File: src/rtl/uk101_video_timing.sv
// uk101_video_timing: programmable pixel CE divider plus shadowed video timing and character-cell counters.
// Timing config is captured only on the frame wrap, so mid-frame writes never tear a frame.
module uk101_video_timing #(
    parameter int CHAR_W       = 8,
    parameter int CHAR_H       = 8,
    parameter int CNT_W        = 11,
    parameter int DEF_H_ACTIVE = 512,
    parameter int DEF_H_SS     = 560,
    parameter int DEF_H_SE     = 608,
    parameter int DEF_H_TOTAL  = 640,
    parameter int DEF_V_ACTIVE = 256,
    parameter int DEF_V_SS     = 272,
    parameter int DEF_V_SE     = 276,
    parameter int DEF_V_TOTAL  = 312
) (
    input  logic                        clk_sys,
    input  logic                        reset,
    input  logic [3:0]                  ce_div,
    input  logic [CNT_W-1:0]            h_active,
    input  logic [CNT_W-1:0]            h_ss,
    input  logic [CNT_W-1:0]            h_se,
    input  logic [CNT_W-1:0]            h_total,
    input  logic [CNT_W-1:0]            v_active,
    input  logic [CNT_W-1:0]            v_ss,
    input  logic [CNT_W-1:0]            v_se,
    input  logic [CNT_W-1:0]            v_total,
    output logic                        ce_pix,
    output logic [CNT_W-1:0]            hcount,
    output logic [CNT_W-1:0]            vcount,
    output logic                        hsync,
    output logic                        vsync,
    output logic                        hblank,
    output logic                        vblank,
    output logic                        de,
    output logic [$clog2(CHAR_W)-1:0]   pix_x,
    output logic [7:0]                  char_col,
    output logic [$clog2(CHAR_H)-1:0]   char_line,
    output logic [7:0]                  char_row,
    output logic                        frame_start
);
    localparam int XW = $clog2(CHAR_W);
    localparam int YW = $clog2(CHAR_H);
    localparam int DEF_HT = DEF_H_TOTAL < 2 ? 2 : DEF_H_TOTAL;
    localparam int DEF_VT = DEF_V_TOTAL < 2 ? 2 : DEF_V_TOTAL;
    localparam logic [CNT_W-1:0] ONE = CNT_W'(1);
    localparam logic [CNT_W-1:0] TWO = CNT_W'(2);

    logic [3:0]       cnt;
    logic [CNT_W-1:0] ha_r, hs_r, he_r, ht_r, va_r, vs_r, ve_r, vt_r;
    logic [CNT_W-1:0] ha_n, hs_n, he_n, ht_n, va_n, vs_n, ve_n, vt_n;
    logic [CNT_W-1:0] h_nxt, v_nxt;
    logic             h_last, v_last, h_wrap, f_wrap;

    always_ff @(posedge clk_sys or posedge reset) begin
        if (reset) begin
            cnt    <= '0;
            ce_pix <= 1'b0;
        end else begin
            ce_pix <= cnt >= ce_div;
            cnt    <= cnt >= ce_div ? 4'd0 : cnt + 4'd1;
        end
    end

    // Totals are clamped to 2 at load so the wrap compare never underflows.
    always_comb begin
        h_last = hcount >= ht_r - ONE;
        v_last = vcount >= vt_r - ONE;
        h_wrap = ce_pix & h_last;
        f_wrap = h_wrap & v_last;
        h_nxt  = ce_pix ? (h_last ? '0 : hcount + ONE) : hcount;
        v_nxt  = h_wrap ? (v_last ? '0 : vcount + ONE) : vcount;
        ha_n   = f_wrap ? h_active : ha_r;
        hs_n   = f_wrap ? h_ss : hs_r;
        he_n   = f_wrap ? h_se : he_r;
        ht_n   = f_wrap ? (h_total < TWO ? TWO : h_total) : ht_r;
        va_n   = f_wrap ? v_active : va_r;
        vs_n   = f_wrap ? v_ss : vs_r;
        ve_n   = f_wrap ? v_se : ve_r;
        vt_n   = f_wrap ? (v_total < TWO ? TWO : v_total) : vt_r;
    end

    // Flags decode the next-state counters so they line up with hcount/vcount.
    always_ff @(posedge clk_sys or posedge reset) begin
        if (reset) begin
            hcount      <= '0;
            vcount      <= '0;
            ha_r        <= CNT_W'(DEF_H_ACTIVE);
            hs_r        <= CNT_W'(DEF_H_SS);
            he_r        <= CNT_W'(DEF_H_SE);
            ht_r        <= CNT_W'(DEF_HT);
            va_r        <= CNT_W'(DEF_V_ACTIVE);
            vs_r        <= CNT_W'(DEF_V_SS);
            ve_r        <= CNT_W'(DEF_V_SE);
            vt_r        <= CNT_W'(DEF_VT);
            hsync       <= 1'b0;
            vsync       <= 1'b0;
            hblank      <= 1'b0;
            vblank      <= 1'b0;
            de          <= 1'b1;
            frame_start <= 1'b0;
        end else begin
            hcount      <= h_nxt;
            vcount      <= v_nxt;
            ha_r        <= ha_n;
            hs_r        <= hs_n;
            he_r        <= he_n;
            ht_r        <= ht_n;
            va_r        <= va_n;
            vs_r        <= vs_n;
            ve_r        <= ve_n;
            vt_r        <= vt_n;
            hsync       <= h_nxt >= hs_n && h_nxt < he_n;
            vsync       <= v_nxt >= vs_n && v_nxt < ve_n;
            hblank      <= h_nxt >= ha_n;
            vblank      <= v_nxt >= va_n;
            de          <= h_nxt < ha_n && v_nxt < va_n;
            frame_start <= f_wrap;
        end
    end

    // Cell counters step only when moving onto a visible position, so they freeze in blanking.
    always_ff @(posedge clk_sys or posedge reset) begin
        if (reset) begin
            pix_x     <= '0;
            char_col  <= '0;
            char_line <= '0;
            char_row  <= '0;
        end else if (ce_pix) begin
            if (h_last) begin
                pix_x    <= '0;
                char_col <= '0;
            end else if (h_nxt < ha_r) begin
                pix_x    <= pix_x == XW'(CHAR_W - 1) ? '0 : pix_x + XW'(1);
                char_col <= pix_x == XW'(CHAR_W - 1) ? char_col + 8'd1 : char_col;
            end
            if (h_last && v_last) begin
                char_line <= '0;
                char_row  <= '0;
            end else if (h_last && v_nxt < va_r) begin
                char_line <= char_line == YW'(CHAR_H - 1) ? '0 : char_line + YW'(1);
                char_row  <= char_line == YW'(CHAR_H - 1) ? char_row + 8'd1 : char_row;
            end
        end
    end
endmodule

File: config.mk
export PLATFORM = sky130hd
export DESIGN_NAME = uk101_video_timing
export DESIGN_NICKNAME = d
export VERILOG_FILES = /design/src/rtl/uk101_video_timing.sv
export SDC_FILE = /design/constraint.sdc
export NUM_CORES = 1
export LEC_CHECK = 0
export BUFFER_PORTS_ARGS = -buffer_cell sky130_fd_sc_hd__buf_4
export CORE_MARGIN = 1.5
export CORE_UTILIZATION = 26
export DETAILED_ROUTE_END_ITERATION = 10
export GPL_ROUTABILITY_DRIVEN = 0
export HOLD_SLACK_MARGIN = 0.12
export PLACE_DENSITY = 0.41
export REMOVE_ABC_BUFFERS = 1
export SYNTH_ARGS = -nofsm -noshare
export SYNTH_HDL_FRONTEND = slang
export SYNTH_SLANG_ARGS = --single-unit
File: constraint.sdc
create_clock -name clk_sys -period 5.5 [get_ports clk_sys]
set_input_delay 1.1 -clock clk_sys [delete_from_list [all_inputs] [get_ports clk_sys]]
set_output_delay 1.1 -clock clk_sys [all_outputs]
set_load 0.05 [all_outputs]
==> flow_summary.ini, run 1 <==
[outcome]
status = finished clean

[global_routing]
grt_overflow = 0
antenna_found_initial = 0
grt_pass1_vias = 7260
grt_max_degree = 102
grt_pass1_wl_um = 41600
grt_use_total = 0.152

[min_path]
min-delay-start = hs_r[0]
holdCritPathClass = reg2reg

[run]
max_cap_violations = 0

[setup_path]
critPathBufInv = 1
cp.required_ps = 5800
crit_type = reg2reg
crit_family = compound AO/OA/AOI/OAI gates
path_cells = nor4_2 -> nand2_1 -> nor3_1 -> xnor2_1 -> ha_1 -> a21oi_1 -> o21ai_1 -> a31oi_2 -> nand2_2 -> nand3_4 -> buf_12 -> mux2i_1 -> ha_1 -> a21o_1 -> a21oi_1 -> o21ai_0 -> a2111oi_0 -> o21a_1 -> a311oi_1
r2r-start = ht_r[2]
cp_slowest_cell = buf_12
critical-path-max-stage-delay_ps = 460
critPathMaxFanout = 90
worstSetupStartpointType = flip-flop
cp-startpoint = ht_r[2]
end_kind = flip-flop
worstPathArrival_ps = 5360

[pwr]
p_sw_uw = 1060
p_leak_uw = 0.00602
p_int_uw = 2340
switching_share = 0.311
clock_power_share = 0.404
pwr_density_cell_nw_per_um2 = 296
p_comb_frac = 0.236
seqPwrFrac = 0.360
power_uw = 3400
vdd_drop_max_mv = 0.222

[sta]
worstMarginPinSlew_ps = 982
fmax_mhz = 197
min_period_over_period = 0.921
hold_viol = 0
rsz0062_at_grt = no
drv_slew = 0
setup_ws_ps = 434
setup-tns-final_ps = 0
slew_headroom = 0.346
fin_skew_ps = 14.4
setup_viol = 0
period_needed_ps = 5070
hold_ws_ps = 480

[clock_tree]
cts_sinks = 143
cts_setup_buffers = 0
cts_tree = built
cts_buffers = 17
clk_pin_slew_ps = 60
cts-root-buf = clkbuf_16
cts_buffer_depth = 2
htreeDepth = 4
insertion_delay_ps = 450

[yosys]
postSynth.asyncResetShare = 1.00
syn-cell-area_um2 = 9070
synthCells = 937
ys.flop_type = dfrtp_1
ys_ff_latch = 143
synth.distinct_cells = 67
syn_avg_cell_area_um2 = 9.68
ys_seq_area_frac = 0.397
ys_warn_count = 0
synth_edf_count = 0

[finish]
final_nets = 1318
synthToLayoutAreaGrowth_pct = 26.7
drive_gt1_frac = 0.223
fill_cells = 3559
antennaDiodeCount = 0

[route]
routed_wl_um = 26200
via_per_inst = 4.55
drc_errors = 0
first_iter_violations = 295
dr_total_vias = 7141
wl_per_cell_um = 16.7
ant_nets = 0
dr.pass1.iters = 4

[floorplanning]
coreArea_um2 = 34500
die_height_um = 190
row_count = 68
die_area_um2 = 36000
initial_utilization = 0.263
fp.dieW_um = 190
pin_count = 145

[placement]
io_buffers = 144
pre_cts_slack_ps = 260
hpwlAfterDp_um = 19900
logic make-up after synthesis:
logic type,share of synthesized area
AOI/OAI and AO/OA,0.110
xor gates and xnor gates,0.0299
adders and majority gates,0.167
buffers and inverters,0.0593
DFF,0.397
muxes,0.0724
and+or+nand+nor,0.164
Yosys cell counts, types with 6 or more instances:
| cell type | count | area share |
|---|---|---|
| o211ai_1 | 7 | 0.0058 |
| a21o_1 | 9 | 0.0074 |
| xnor2_1 | 18 | 0.017 |
| nor2b_1 | 11 | 0.0076 |
| nand2_1 | 121 | 0.050 |
| o21a_1 | 12 | 0.0099 |
| nor2_1 | 44 | 0.018 |
| inv_1 | 99 | 0.041 |
| nand3_1 | 32 | 0.018 |
| nand4_1 | 25 | 0.017 |
| buf_4 | 8 | 0.0066 |
| xor2_1 | 13 | 0.013 |
| nor3_1 | 18 | 0.0099 |
| mux2i_1 | 56 | 0.062 |
| a21oi_1 | 40 | 0.022 |
| dfstp_2 | 20 | 0.058 |
| dfrtp_1 | 123 | 0.34 |
| o31ai_1 | 10 | 0.0083 |
| ha_1 | 121 | 0.17 |
| nor4_1 | 11 | 0.0076 |
| nand2b_1 | 6 | 0.0041 |
| mux2i_2 | 7 | 0.011 |
| o21ai_0 | 35 | 0.019 |
| and3_1 | 8 | 0.0055 |
cell type report:
cell class	instances	area, um^2	share of cell area
Clock buffer	22	484	0.0421
Clock inverter	10	205	0.0179
Sequential cell	143	3600	0.314
Inverter	103	392	0.0341
Timing Repair Buffer	168	1290	0.112
Multi-Input combinational cell	670	4950	0.430
Tap cell	455	569	0.0495
layout by cell type, fill, tap and decap left out, types with 32 or more instances in the layout:
cell type,count
a21oi_1,40
buf_4,165
dfrtp_1,123
ha_1,121
inv_1,98
mux2i_1,56
nand2_1,121
nand3_1,32
nor2_1,42
o21ai_0,34
worst min-delay path, cell delays in order, from the launching register on:
cell	delay [ps]
dfrtp_1	320
nand2_1	40
nand2_1	80
state kept, by name, summed over array words and instances, names as in the netlist, 3 cells and up:
register and count:
pix_x 3, va_r 11, ha_r 11, vt_r 11
vcount 11, he_r 11, hcount 11, hs_r 11
ve_r 11, char_line 3, char_col 8, ht_r 11
vs_r 11, cnt 4, char_row 8
through the flow:
stage          cells  utilization  cell area, um^2
2_1_floorplan    916            -             8920
3_3_place_gp    1539        0.313            10800
3_5_place_dp    1539        0.313            10800
4_1_cts         1571        0.333            11500
5_1_grt         1571        0.333            11500
6_report        1571        0.333            11500
worst paths after layout:
kind / slack (ps) / end / cells after the start
hold / removal: 480 / hs_r[0] / 2
setup / recovery: 430 / vsync / 19
max in group asynchronous: 3430 / ve_r[3] / 3
setup reg to reg: 430 / vsync / 19
hold reg to reg: 480 / hs_r[0] / 2
min in group asynchronous: 890 / hs_r[3] / 2
what timing repair did:
action	in CTS	in global routing
setup endpoints to repair	0	11
hold buffers	0	0
gates resized for setup	0	4
routing by layer:
layer / part of all wire / global-route usage
met1: 0.51 / 0.215
met2: 0.44 / 0.230
met3: 0.028 / 0.0312
met4: 0.020 / 0.0546
met5: 0 / 0
power by group through the flow:
stage	combinational, uW	clock, uW	sequential (uW)
2_1_floorplan	376	0	1350
3_3_place_gp	805	0	1250
3_5_place_dp	811	0	1240
4_1_cts	815	1420	1230
5_1_grt	912	1470	1240
6_report	801	1370	1220
Power figures use the tool's default switching activity.
==> inputs of run 2 (changes only) <==
--- a/config.mk
+++ b/config.mk
@@ -5,6 +5,7 @@
 export SDC_FILE = /design/constraint.sdc
 export NUM_CORES = 1
 export LEC_CHECK = 0
+export ABC_AREA = 1
 export BUFFER_PORTS_ARGS = -buffer_cell sky130_fd_sc_hd__buf_4
 export CORE_MARGIN = 1.5
 export CORE_UTILIZATION = 26
@@ -13,6 +14,7 @@
 export HOLD_SLACK_MARGIN = 0.12
 export PLACE_DENSITY = 0.41
 export REMOVE_ABC_BUFFERS = 1
+export SLEW_MARGIN = 40
 export SYNTH_ARGS = -nofsm -noshare
 export SYNTH_HDL_FRONTEND = slang
 export SYNTH_SLANG_ARGS = --single-unit
==> flow_summary.ini, run 2 <==
[finish]
final_common_cell = nand2_1
final_cell_mix = nand2_1 (227), buf_4 (162), inv_1 (160)
final_area_um2 = 11500
final_nets = 1487
drive_gt1_frac = 0.213
antennaDiodeCount = 0
synthToLayoutAreaGrowth_pct = 25.0

[setup_path]
crit_type = reg2reg
worstPathArrival_ps = 5110
cp_common_cell = a21oi_1
regToRegSetupSlack_ps = 730
cp.required_ps = 5840
critPathMaxFanout = 26
end_kind = flip-flop
critical-path-max-stage-delay_ps = 360
cp_slowest_cell = dfrtp_1
critPathBufInv = 5
worstSetupStartpointType = flip-flop
crit_family = simple AND/OR/NAND/NOR gates

[yosys]
yosysTopAreaCellShare = 0.334
syn-cell-area_um2 = 9220
synth_most_common_cell = nand2_1
synthMuxAreaShare = 0
synth_common_cells = nand2_1 (227), inv_1 (161), dfrtp_1 (123), ha_1 (121), nor2_1 (70)
yosys.area_share.simple = 0.229
synthCells = 1114
synth_fa_ha_area_frac = 0.164
synth.distinct_cells = 45
syn_avg_cell_area_um2 = 8.27
synth_edf_count = 0
synth_compound_area_frac = 0.102
postSynth.asyncResetShare = 1.00
synth_top_family_by_area = simple AND/OR/NAND/NOR gates
ys_seq_area_frac = 0.391
synth_area_leader_cell = dfrtp_1
ys_ff_latch = 143
ys.flop_type = dfrtp_1
ys_warn_count = 0
synthTopCellsByArea = dfrtp_1 (33%), ha_1 (16%), nand2_1 (9.2%)
synth_xor_area_frac = 0.0304

[floorplanning]
die_height_um = 191
coreArea_um2 = 34700
pin_count = 145
die_area_um2 = 36600
initial_utilization = 0.266
row_count = 68
fp.dieW_um = 191

[pwr]
power_uw = 3330
vdd_drop_max_mv = 0.230
pwr_density_cell_nw_per_um2 = 289
p_leak_uw = 0.00667

[sta]
period_needed_ps = 4770
min_period_over_period = 0.867
setup-tns-final_ps = 0
fin_skew_ps = 14.4
worstMarginPinSlew_ps = 665
setup_ws_ps = 731
drv_slew = 0
setup_viol = 0
hold_viol = 0
fmax_mhz = 210
slew_headroom = 0.556
rsz0062_at_grt = no

[global_routing]
grt_pass1_wl_um = 41800
grt_use_met3 = 0.0281
grt_use_total = 0.148
antenna_found_initial = 0
met2_usage = 0.233
grt_pass1_vias = 7715
grt_max_degree = 83
top_usage_layer = met2
gr-usage-met1 = 0.208
grt_overflow = 0

[route]
routed_wl_um = 25600
via_per_inst = 4.34
ant_nets = 0
wl_per_cell_um = 14.7
drc_errors = 0
dr_total_vias = 7560
first_iter_violations = 319
dr.pass1.iters = 4

[clock_tree]
postCtsHoldBufs = 0
cts-root-buf = clkbuf_16
cts_tree = built
cts_buffer_depth = 2
htreeDepth = 4
clk_pin_slew_ps = 60
cts_sinks = 143
cts_buffers = 17
insertion_delay_ps = 430

[outcome]
status = finished clean

[placement]
hpwlAfterDp_um = 19700
io_buffers = 144
place_area_um2 = 10900
pre_cts_slack_ps = 576

[run]
max_cap_violations = 0

[min_path]
holdCritPathClass = reg2reg
run 2: worst paths after layout:
check / endpoint / from / cells after the start
worst max-delay path: hsync / vt_r[0] / 25
min in group asynchronous: va_r[7] / reset / 2
worst max register to register: hsync / vt_r[0] / 25
worst min register to register: ht_r[9] / ht_r[9] / 2
worst min-delay path: ht_r[9] / ht_r[9] / 2
max in group asynchronous: ht_r[9] / reset / 3
run 2: cells by family (layout without fill, tap and decap cells):
group,count (synthesis),count (layout)
xor+xnor,32,32
compound gates,165,165
flops,143,143
fa+ha+maj,121,121
simple gates,463,463
buf+inv,190,361
run 2: worst register-to-register path, delay by kind of cell (launching register included):
kind / cells / cell delay, ps
AO/OA/AOI/OAI: 7 / 1160
XOR/XNOR: 1 / 160
adder cells (fa/ha/maj): 3 / 810
buffers and inverters: 5 / 620
flip-flops: 1 / 360
AND/OR/NAND/NOR: 9 / 1590
run 2: metrics by stage:
step | instances | hold WS, ps | util
after floorplan | 1089 | 445 | -
after global placement | 1704 | 478 | 0.313
after detailed placement | 1704 | 478 | 0.313
after CTS | 1736 | 488 | 0.331
after global routing | 1740 | 510 | 0.332
final | 1740 | 486 | 0.332
run 2: per-layer routing:
metal / routed length (um) / part of all wire
met5: 0 / 0
met1: 13000 / 0.51
met4: 244 / 0.0095
met2: 11600 / 0.45
met3: 745 / 0.029
run 2: power breakdown:
group	total [uW]	switching [uW]	internal, uW	leakage, uW
combinational	863	549	314	0.00460
sequential	1210	87.9	1120	0.00177
clock	1260	478	783	0.000296
run 2: what timing repair did:
item | 4_1_cts | 5_1_grt
endpoints found under the setup margin | 0 | 8
resized for setup | 0 | 0
setup buffers | 0 | 4
run 2: area by class of cell:
cell class                 instances  area (um^2)
clock buffer                      22          464
clock inverter                    10          161
fill                            3711        23200
inverter                         165          627
multi-input combinational        781         4840
sequential                       143         3600
tap                              455          569
timing repair buffer             164         1260
